[config.mk]
export PLATFORM = sky130hd
export DESIGN_NAME = bnn_sequencer_flat
export DESIGN_NICKNAME = d
export VERILOG_FILES = /design/src/rtl/bnn_sequencer_if.sv /design/src/rtl/bnn_sequencer.sv /design/src/flat_wrapper.sv
export SDC_FILE = /design/constraint.sdc
export NUM_CORES = 2
export LEC_CHECK = 0
export BUFFER_PORTS_ARGS = -buffer_cell sky130_fd_sc_hd__buf_4
export CORE_AREA = 2 2 315 317
export DETAILED_ROUTE_END_ITERATION = 8
export DIE_AREA = 0 0 317 319
export GPL_TIMING_DRIVEN = 0
export PLACE_DENSITY = 0.6
export SYNTH_ARGS = -nofsm -noshare
export SYNTH_HDL_FRONTEND = slang
export SYNTH_SLANG_ARGS = --single-unit
[constraint.sdc]
create_clock -name clk -period 3.4 [get_ports clk]
set_input_delay 0.68 -clock clk [delete_from_list [all_inputs] [get_ports clk]]
set_output_delay 0.68 -clock clk [all_outputs]
set_load 0.005 [all_outputs]
[src/rtl/bnn_sequencer_if.sv]
// Host/layer-facing bus of the BNN sequencer: pixel stream in, phase bus and result out.
// master is the sequencer's view; slave is the host and layer-block view.
interface bnn_sequencer_if;
    logic             start;
    logic [7:0]       pix_byte;
    logic             pix_valid;
    logic             pix_ready;
    logic             l1_done;
    logic             l2_done;
    logic             l3_done;
    logic [3:0]       l3_class;
    logic [2:0]       state;
    logic             layer_clr;
    logic [27:0][27:0] pixels;
    logic [3:0]       class_out;
    logic             result_valid;
    logic             busy;
    logic             error;

    modport master (
        input  start, pix_byte, pix_valid, l1_done, l2_done, l3_done, l3_class,
        output pix_ready, state, layer_clr, pixels, class_out, result_valid, busy, error
    );

    modport slave (
        output start, pix_byte, pix_valid, l1_done, l2_done, l3_done, l3_class,
        input  pix_ready, state, layer_clr, pixels, class_out, result_valid, busy, error
    );
endinterface

[src/rtl/bnn_sequencer.sv]
// Loads one 28x28 binary frame from a byte stream, then steps the phase bus through three layers.
// Define BNN_SEQ_WATCHDOG_EN to add a per-layer-phase timeout that sets the sticky error flag.
module bnn_sequencer #(
    parameter int unsigned NUM_BYTES   = 98,
    parameter int unsigned WDOG_CYCLES = 4096
) (
    input logic            clk,
    input logic            rst,
    bnn_sequencer_if.master bus
);
    localparam int unsigned CNT_W   = 7;
    localparam int unsigned WDOG_W  = 13;
    localparam int unsigned FRAME_W = 784;
    localparam int unsigned PHASE_W = 3;
    localparam int unsigned CLASS_W = 4;

    typedef enum logic [2:0] {
        S_IDLE,
        S_LOAD,
        S_L1,
        S_L2,
        S_L3,
        S_RESULT
    } fsm_e;

    fsm_e               state_q;
    fsm_e               state_d;
    logic [CNT_W-1:0]   byte_cnt;
    logic [FRAME_W-1:0] frame;
    logic [PHASE_W-1:0] phase_q;
    logic [CLASS_W-1:0] class_q;
    logic               layer_clr_q;
    logic               result_valid_q;
    logic               busy_q;
    logic               error_q;

    logic               layer_clr_d;
    logic               result_valid_d;
    logic               frame_start_c;
    logic               byte_wr_c;
    logic               timeout_c;
    logic               wdog_hit_c;
    logic               layer_phase_c;

    // Phase-bus code seen by the layer blocks; RESULT looks like IDLE to them.
    function automatic logic [PHASE_W-1:0] phase_code(input fsm_e s);
        case (s)
            S_LOAD:  phase_code = 3'b001;
            S_L1:    phase_code = 3'b010;
            S_L2:    phase_code = 3'b011;
            S_L3:    phase_code = 3'b100;
            default: phase_code = 3'b000;
        endcase
    endfunction

    assign layer_phase_c = (state_q == S_L1) || (state_q == S_L2) || (state_q == S_L3);

`ifdef BNN_SEQ_WATCHDOG_EN
    logic [WDOG_W-1:0] wdog_cnt;

    // Restarts on every phase change so each layer gets a full budget.
    always_ff @(posedge clk) begin
        if (rst || !layer_phase_c || (state_d != state_q)) begin
            wdog_cnt <= '0;
        end else begin
            wdog_cnt <= wdog_cnt + WDOG_W'(1);
        end
    end

    assign wdog_hit_c = layer_phase_c && (wdog_cnt == WDOG_W'(WDOG_CYCLES - 1));
`else
    // No timeout; the parameter stays referenced so both builds share one port list.
    assign wdog_hit_c = 1'b0 && (WDOG_CYCLES != 0);
`endif

    always_ff @(posedge clk) begin
        if (rst) begin
            state_q <= S_IDLE;
        end else begin
            state_q <= state_d;
        end
    end

    always_comb begin
        state_d        = state_q;
        layer_clr_d    = 1'b0;
        result_valid_d = 1'b0;
        frame_start_c  = 1'b0;
        byte_wr_c      = 1'b0;
        timeout_c      = 1'b0;
        case (state_q)
            S_IDLE: begin
                if (bus.start) begin
                    state_d       = S_LOAD;
                    layer_clr_d   = 1'b1;
                    frame_start_c = 1'b1;
                end
            end
            S_LOAD: begin
                if (bus.pix_valid) begin
                    byte_wr_c = 1'b1;
                    if (byte_cnt == CNT_W'(NUM_BYTES - 1)) begin
                        state_d = S_L1;
                    end
                end
            end
            S_L1: begin
                if (bus.l1_done) begin
                    state_d = S_L2;
                end else if (wdog_hit_c) begin
                    state_d   = S_IDLE;
                    timeout_c = 1'b1;
                end
            end
            S_L2: begin
                if (bus.l2_done) begin
                    state_d = S_L3;
                end else if (wdog_hit_c) begin
                    state_d   = S_IDLE;
                    timeout_c = 1'b1;
                end
            end
            S_L3: begin
                if (bus.l3_done) begin
                    state_d        = S_RESULT;
                    result_valid_d = 1'b1;
                end else if (wdog_hit_c) begin
                    state_d   = S_IDLE;
                    timeout_c = 1'b1;
                end
            end
            S_RESULT: begin
                state_d = S_IDLE;
            end
            default: begin
                state_d = S_IDLE;
            end
        endcase
    end

    // Outputs are registered from the next state so they line up with the phase they describe.
    always_ff @(posedge clk) begin
        if (rst) begin
            byte_cnt       <= '0;
            frame          <= '0;
            phase_q        <= '0;
            class_q        <= '0;
            layer_clr_q    <= 1'b0;
            result_valid_q <= 1'b0;
            busy_q         <= 1'b0;
            error_q        <= 1'b0;
        end else begin
            phase_q        <= phase_code(state_d);
            busy_q         <= (state_d != S_IDLE);
            layer_clr_q    <= layer_clr_d;
            result_valid_q <= result_valid_d;
            if (frame_start_c) begin
                byte_cnt <= '0;
            end else if (byte_wr_c) begin
                byte_cnt <= byte_cnt + CNT_W'(1);
            end
            if (byte_wr_c) begin
                frame[{byte_cnt, 3'b000} +: 8] <= bus.pix_byte;
            end
            if (state_q == S_RESULT) begin
                class_q <= bus.l3_class;
            end
            if (frame_start_c) begin
                error_q <= 1'b0;
            end else if (timeout_c) begin
                error_q <= 1'b1;
            end
        end
    end

    assign bus.pix_ready    = (state_q == S_LOAD);
    assign bus.state        = phase_q;
    assign bus.layer_clr    = layer_clr_q;
    assign bus.pixels       = frame;
    assign bus.class_out    = class_q;
    assign bus.result_valid = result_valid_q;
    assign bus.busy         = busy_q;
    assign bus.error        = error_q;
endmodule

[src/flat_wrapper.sv]
// flat-port wrapper written by rule: the top's interface ports become plain ports
module bnn_sequencer_flat 
#(
    parameter int unsigned NUM_BYTES   = 98,
    parameter int unsigned WDOG_CYCLES = 4096
)
  (clk, rst, bus_start, bus_pix_byte, bus_pix_valid, bus_l1_done, bus_l2_done, bus_l3_done, bus_l3_class, bus_pix_ready, bus_state, bus_layer_clr, bus_pixels, bus_class_out, bus_result_valid, bus_busy, bus_error);
  bnn_sequencer_if bus_i ();
  input logic clk;
  input logic rst;
  input wire logic [$bits(bus_i.start)-1:0] bus_start;
  input wire logic [$bits(bus_i.pix_byte)-1:0] bus_pix_byte;
  input wire logic [$bits(bus_i.pix_valid)-1:0] bus_pix_valid;
  input wire logic [$bits(bus_i.l1_done)-1:0] bus_l1_done;
  input wire logic [$bits(bus_i.l2_done)-1:0] bus_l2_done;
  input wire logic [$bits(bus_i.l3_done)-1:0] bus_l3_done;
  input wire logic [$bits(bus_i.l3_class)-1:0] bus_l3_class;
  output wire logic [$bits(bus_i.pix_ready)-1:0] bus_pix_ready;
  output wire logic [$bits(bus_i.state)-1:0] bus_state;
  output wire logic [$bits(bus_i.layer_clr)-1:0] bus_layer_clr;
  output wire logic [$bits(bus_i.pixels)-1:0] bus_pixels;
  output wire logic [$bits(bus_i.class_out)-1:0] bus_class_out;
  output wire logic [$bits(bus_i.result_valid)-1:0] bus_result_valid;
  output wire logic [$bits(bus_i.busy)-1:0] bus_busy;
  output wire logic [$bits(bus_i.error)-1:0] bus_error;
  assign bus_i.start = bus_start;
  assign bus_i.pix_byte = bus_pix_byte;
  assign bus_i.pix_valid = bus_pix_valid;
  assign bus_i.l1_done = bus_l1_done;
  assign bus_i.l2_done = bus_l2_done;
  assign bus_i.l3_done = bus_l3_done;
  assign bus_i.l3_class = bus_l3_class;
  assign bus_pix_ready = bus_i.pix_ready;
  assign bus_state = bus_i.state;
  assign bus_layer_clr = bus_i.layer_clr;
  assign bus_pixels = bus_i.pixels;
  assign bus_class_out = bus_i.class_out;
  assign bus_result_valid = bus_i.result_valid;
  assign bus_busy = bus_i.busy;
  assign bus_error = bus_i.error;
  bnn_sequencer #(.NUM_BYTES(NUM_BYTES), .WDOG_CYCLES(WDOG_CYCLES)) u_core (.clk(clk), .rst(rst), .bus(bus_i));
endmodule
==> insert_results.sql <==
INSERT INTO impl_metrics (metric_group, metric, value, unit) VALUES
('clock_tree', 'cts.sinks', '804', ''),
('floorplan', 'boundaryPins', '815', ''),
('synth', 'syn_avg_cell_area', '9.82', 'sq um'),
('power', 'p_per_area', '468', 'nW/um^2'),
('clock_tree', 'path_clk_slew', '0.06', 'ns'),
('worst_hold_path', 'min-delay-path-class', 'input pin to flop', ''),
('sta', 'worst_clock_skew', '0.0252', 'ns'),
('clock_tree', 'cts_max_level', '3', ''),
('floorplan', 'placementRows', '115', ''),
('floorplan', 'die_footprint', '101000', 'sq um'),
('clock_tree', 'hold_buffer_count_at_cts', '0', ''),
('floorplan', 'die_x', '317', 'microns'),
('sta', 'post-route-min-period', '3.32', 'ns'),
('sta', 'drv_slew', '0', ''),
('setup_path', 'cp.arrival', '3.90', 'ns'),
('synth', 'area_of_the_mapped_netlist', '30900', 'sq um'),
('drt', 'drt_iter0_drc', '2109', ''),
('drt', 'dr.pass1.iters', '5', ''),
('cells_and_area', 'finalNonFillerCells', '5430', ''),
('cells_and_area', 'post-route-cell-area', '42900', 'sq um'),
('place', 'hpwlAfterDp', '120000', 'microns'),
('setup_path', 'worst_path_largest_cell_delay', '0.46', 'ns'),
('synth', 'postSynthCellCount', '3144', ''),
('floorplan', 'dieHeight', '319', 'microns'),
('synth', 'yosys_warnings', '0', ''),
('grt', 'first_global_vias', '26800', ''),
('cells_and_area', 'finish.net_count', '4096', ''),
('cells_and_area', 'layout.filler_cells', '9618', ''),
('drt', 'remaining_drc_errors', '0', ''),
('grt', 'grt_max_degree', '14', ''),
('setup_path', 'crit_chain', 'clkbuf_8 -> inv_2 -> ha_2 -> or4b_4 -> buf_6 -> nand2b_2 -> a211o_1 -> clkbuf_4 -> or3_1 -> buf_2 -> a31o_2', ''),
('synth', 'yosys.cell_types.count', '68', ''),
('grt', 'grt_use_total', '0.296', ''),
('setup_path', 'critPathMaxFanout', '10', ''),
('sta', 'timing.max_slew.rel_slack', '0.0246', ''),
('synth', 'number_of_register_bits_inferred_by_synthesis', '804', ''),
('setup_path', 'critical_path.endpoint_type', 'flop', ''),
('clock_tree', 'ctsLongestPathBuffers', '3', ''),
('grt', 'wire_length_of_the_first_global_routing_pass', '211000', 'microns'),
('floorplan', 'initial_core_utilization', '0.316', ''),
('setup_path', 'worstPathRequired', '3.98', 'ns'),
('sta', 'worst_slew_pin_slew', '1.46', 'ns'),
('sta', 'final-setup-viol-count', '0', ''),
('place', 'place_inst', '5239', ''),
('grt', 'grt_overflow_total', '0', ''),
('setup_path', 'critical_path.slowest_cell', 'or4b_4', ''),
('sta', 'final_period_utilization', '0.978', ''),
('clock_tree', 'clk_latency', '0.69', 'ns'),
('sta', 'timing.fmax', '0.301', 'GHz'),
('synth', 'seq_area_frac_synth', '0.521', ''),
('flow_run', 'timing.max_cap.violations', '0', ''),
('clock_tree', 'cts.root.buffer_cell', 'clkbuf_16', ''),
('clock_tree', 'tritoncts.num_buffers', '91', ''),
('grt', 'antenna_found_initial', '3', ''),
('status', 'status', 'completed', ''),
('cells_and_area', 'layout-drive-gt1-share', '0.313', ''),
('synth', 'async_set_or_reset_register_ratio_after_synthesis', '0', ''),
('power', 'standby_leakage_power', '18.8', 'nW'),
('sta', 'finalHoldViolations', '0', ''),
('power', 'total_power', '0.0201', 'W'),
('place', 'pre_cts_ws', '-1.74', 'ns'),
('sta', 'setup_ws', '0.0758', 'ns'),
('drt', 'vias', '28000', ''),
('drt', 'routed_via_density', '5.16', ''),
('drt', 'detail_route.wirelength', '156000', 'microns'),
('floorplan', 'core_region_area', '97700', 'sq um'),
('place', 'postPlaceCellArea', '38600', 'sq um'),
('synth', 'edff_count_synth', '0', ''),
('setup_path', 'worstSetupStartpointType', 'flop', ''),
('place', 'placement.io_buffers', '807', ''),
('drt', 'route.detailed.wl_per_inst', '28.6', 'microns'),
('setup_path', 'setup.worst_path.class', 'flop to flop', ''),
('clock_tree', 'cts_tree', 'yes', ''),
('synth', 'syn_nets', '3168', ''),
('synth', 'synthFlopType', 'dfxtp_1', ''),
('sta', 'rsz0062_at_grt', 'yes', ''),
('power', 'max-vdd-ir-drop', '0.357', 'mV'),
('cells_and_area', 'area_growth_syn_to_layout', '38.8', '%'),
('drt', 'antenna_violating_nets_post_route', '0', ''),
('place', 'globalplace.congestion', '0.928', '');
-- worst paths after layout --
kind	cells past startpoint	startpoint	endpoint	slack, ns
max	11	u_core.byte_cnt[0]	u_core.bus.pixels[619]	0.08
min	3	bus_l3_class[0]	u_core.bus.class_out[0]	0.24
min reg2reg	2	u_core.bus.pixels[317]	u_core.bus.pixels[317]	0.46
max reg2reg	11	u_core.byte_cnt[0]	u_core.bus.pixels[619]	0.08
-- timing repair --
item,CTS,global route
gates resized for setup,199,49
setup endpoints to repair,776,227
buffers inserted,35,3
pin swaps,25,5
-- state kept, by name (all words and copies together), names as in the netlist --
register	cells
u_core.bus.pixels	784
u_core.bus.state	3
u_core.bus.class_out	4
u_core.state_q	3
u_core.byte_cnt	7
u_core.bus.busy	1
u_core.bus.layer_clr	1
u_core.bus.result_valid	1
-- metrics by stage --
stage	hold WS, ns	setup TNS, ns	utilization
after floorplan	0.451	0	-
after global placement	0.443	-781.67	0.395
after detailed placement	0.447	-771.16	0.395
after CTS	0.195	0	0.437
after global routing	0.232	-0.0349	0.439
final	0.239	0	0.439
-- worst max-delay path: cells and delay by family (launching register included) --
family	cells	cell delay, ns
buf+inv	5	0.91
fa+ha+maj	1	0.19
simple gates	3	1.11
compound gates	2	0.61
flops	1	0.40
-- cells in the final DEF, fill, tap and decap left out, types with 12 or more instances in the layout --
| cell type | instances |
|---|---|
| a21oi_1 | 37 |
| a31o_2 | 90 |
| buf_12 | 17 |
| buf_2 | 12 |
| buf_4 | 836 |
| clkbuf_1 | 185 |
| clkbuf_16 | 92 |
| clkbuf_2 | 33 |
| clkbuf_4 | 14 |
| clkbuf_8 | 20 |
| dfxtp_1 | 803 |
| mux2i_1 | 640 |
| nand2_1 | 751 |
| nand3_1 | 116 |
| nand3_2 | 32 |
| nand3_4 | 12 |
| nand4_1 | 15 |
| nor2_1 | 41 |
| nor2b_1 | 23 |
| nor3_1 | 21 |
| nor3_4 | 21 |
| nor4_1 | 78 |
| o21ai_0 | 41 |
-- where the power goes --
part           switching, W  total [W]  internal [W]  leakage [nW]
Clock               0.00419    0.00983       0.00564          1.43
Sequential       0.00000637    0.00943       0.00943          6.47
Combinational      0.000664   0.000787      0.000122          10.9
Total               0.00486     0.0201        0.0152          18.8
-- cell families after synthesis --
group,Yosys count,synth area share
AOI/OAI and AO/OA,217,0.0510
xor gates and xnor gates,8,0.00227
adders and majority gates,5,0.00203
buffers and inverters,258,0.0333
DFF,804,0.521
muxes,649,0.211
other,1,0.000121
and+or+nand+nor,1202,0.179
-- cells in the mapped netlist, drive strengths merged (4+ instances only) --
| cell | instances | area [sq um] |
|---|---|---|
| a21boi | 4 | 30.0 |
| nor2 | 47 | 176 |
| and2 | 7 | 43.8 |
| nand2 | 759 | 2850 |
| nor2b | 23 | 144 |
| nand3 | 160 | 826 |
| a31o | 90 | 788 |
| o21ai | 45 | 225 |
| o21a | 5 | 45.0 |
| or2 | 4 | 25.0 |
| nand2b | 6 | 37.5 |
| mux2 | 9 | 101 |
| nor4 | 88 | 572 |
| xor2 | 5 | 43.8 |
| clkbuf | 220 | 830 |
| o211ai | 4 | 30.0 |
| mux2i | 640 | 6410 |
| o2111ai | 6 | 52.6 |
| and3 | 14 | 87.6 |
| nand4 | 18 | 131 |
| a211oi | 5 | 42.5 |
| buf | 35 | 188 |
| ha | 5 | 62.6 |
| dfxtp | 804 | 16100 |
| nor3 | 45 | 392 |
| or3 | 6 | 37.5 |
| a21oi | 40 | 204 |
| or4b | 4 | 43.8 |
| and4 | 8 | 70.1 |
-- layer usage --
metal / vias to the layer above / part of all wire / GRT usage / wire length [microns]
li1: 12800 / - / - / -
met1: 13900 / 0.41 / 0.371 / 64000
met2: 1064 / 0.47 / 0.489 / 73500
met3: 257 / 0.076 / 0.0704 / 11800
met4: 2 / 0.040 / 0.114 / 6250
met5: - / 0.000077 / 0 / 12
-- layout make-up --
cell class	count	area [sq um]	area share
Sequential cell	804	16100	0.375
Multi-Input combinational cell	2082	14500	0.338
Timing Repair Buffer	846	6560	0.153
Clock buffer	133	2610	0.0608
Tap cell	1287	1610	0.0376
Buffer	244	1160	0.0270
Clock inverter	26	332	0.00773
Antenna cell	5	12.5	0.000292
Inverter	3	11.3	0.000263
No activity file was read; power rests on OpenSTA's default activity.
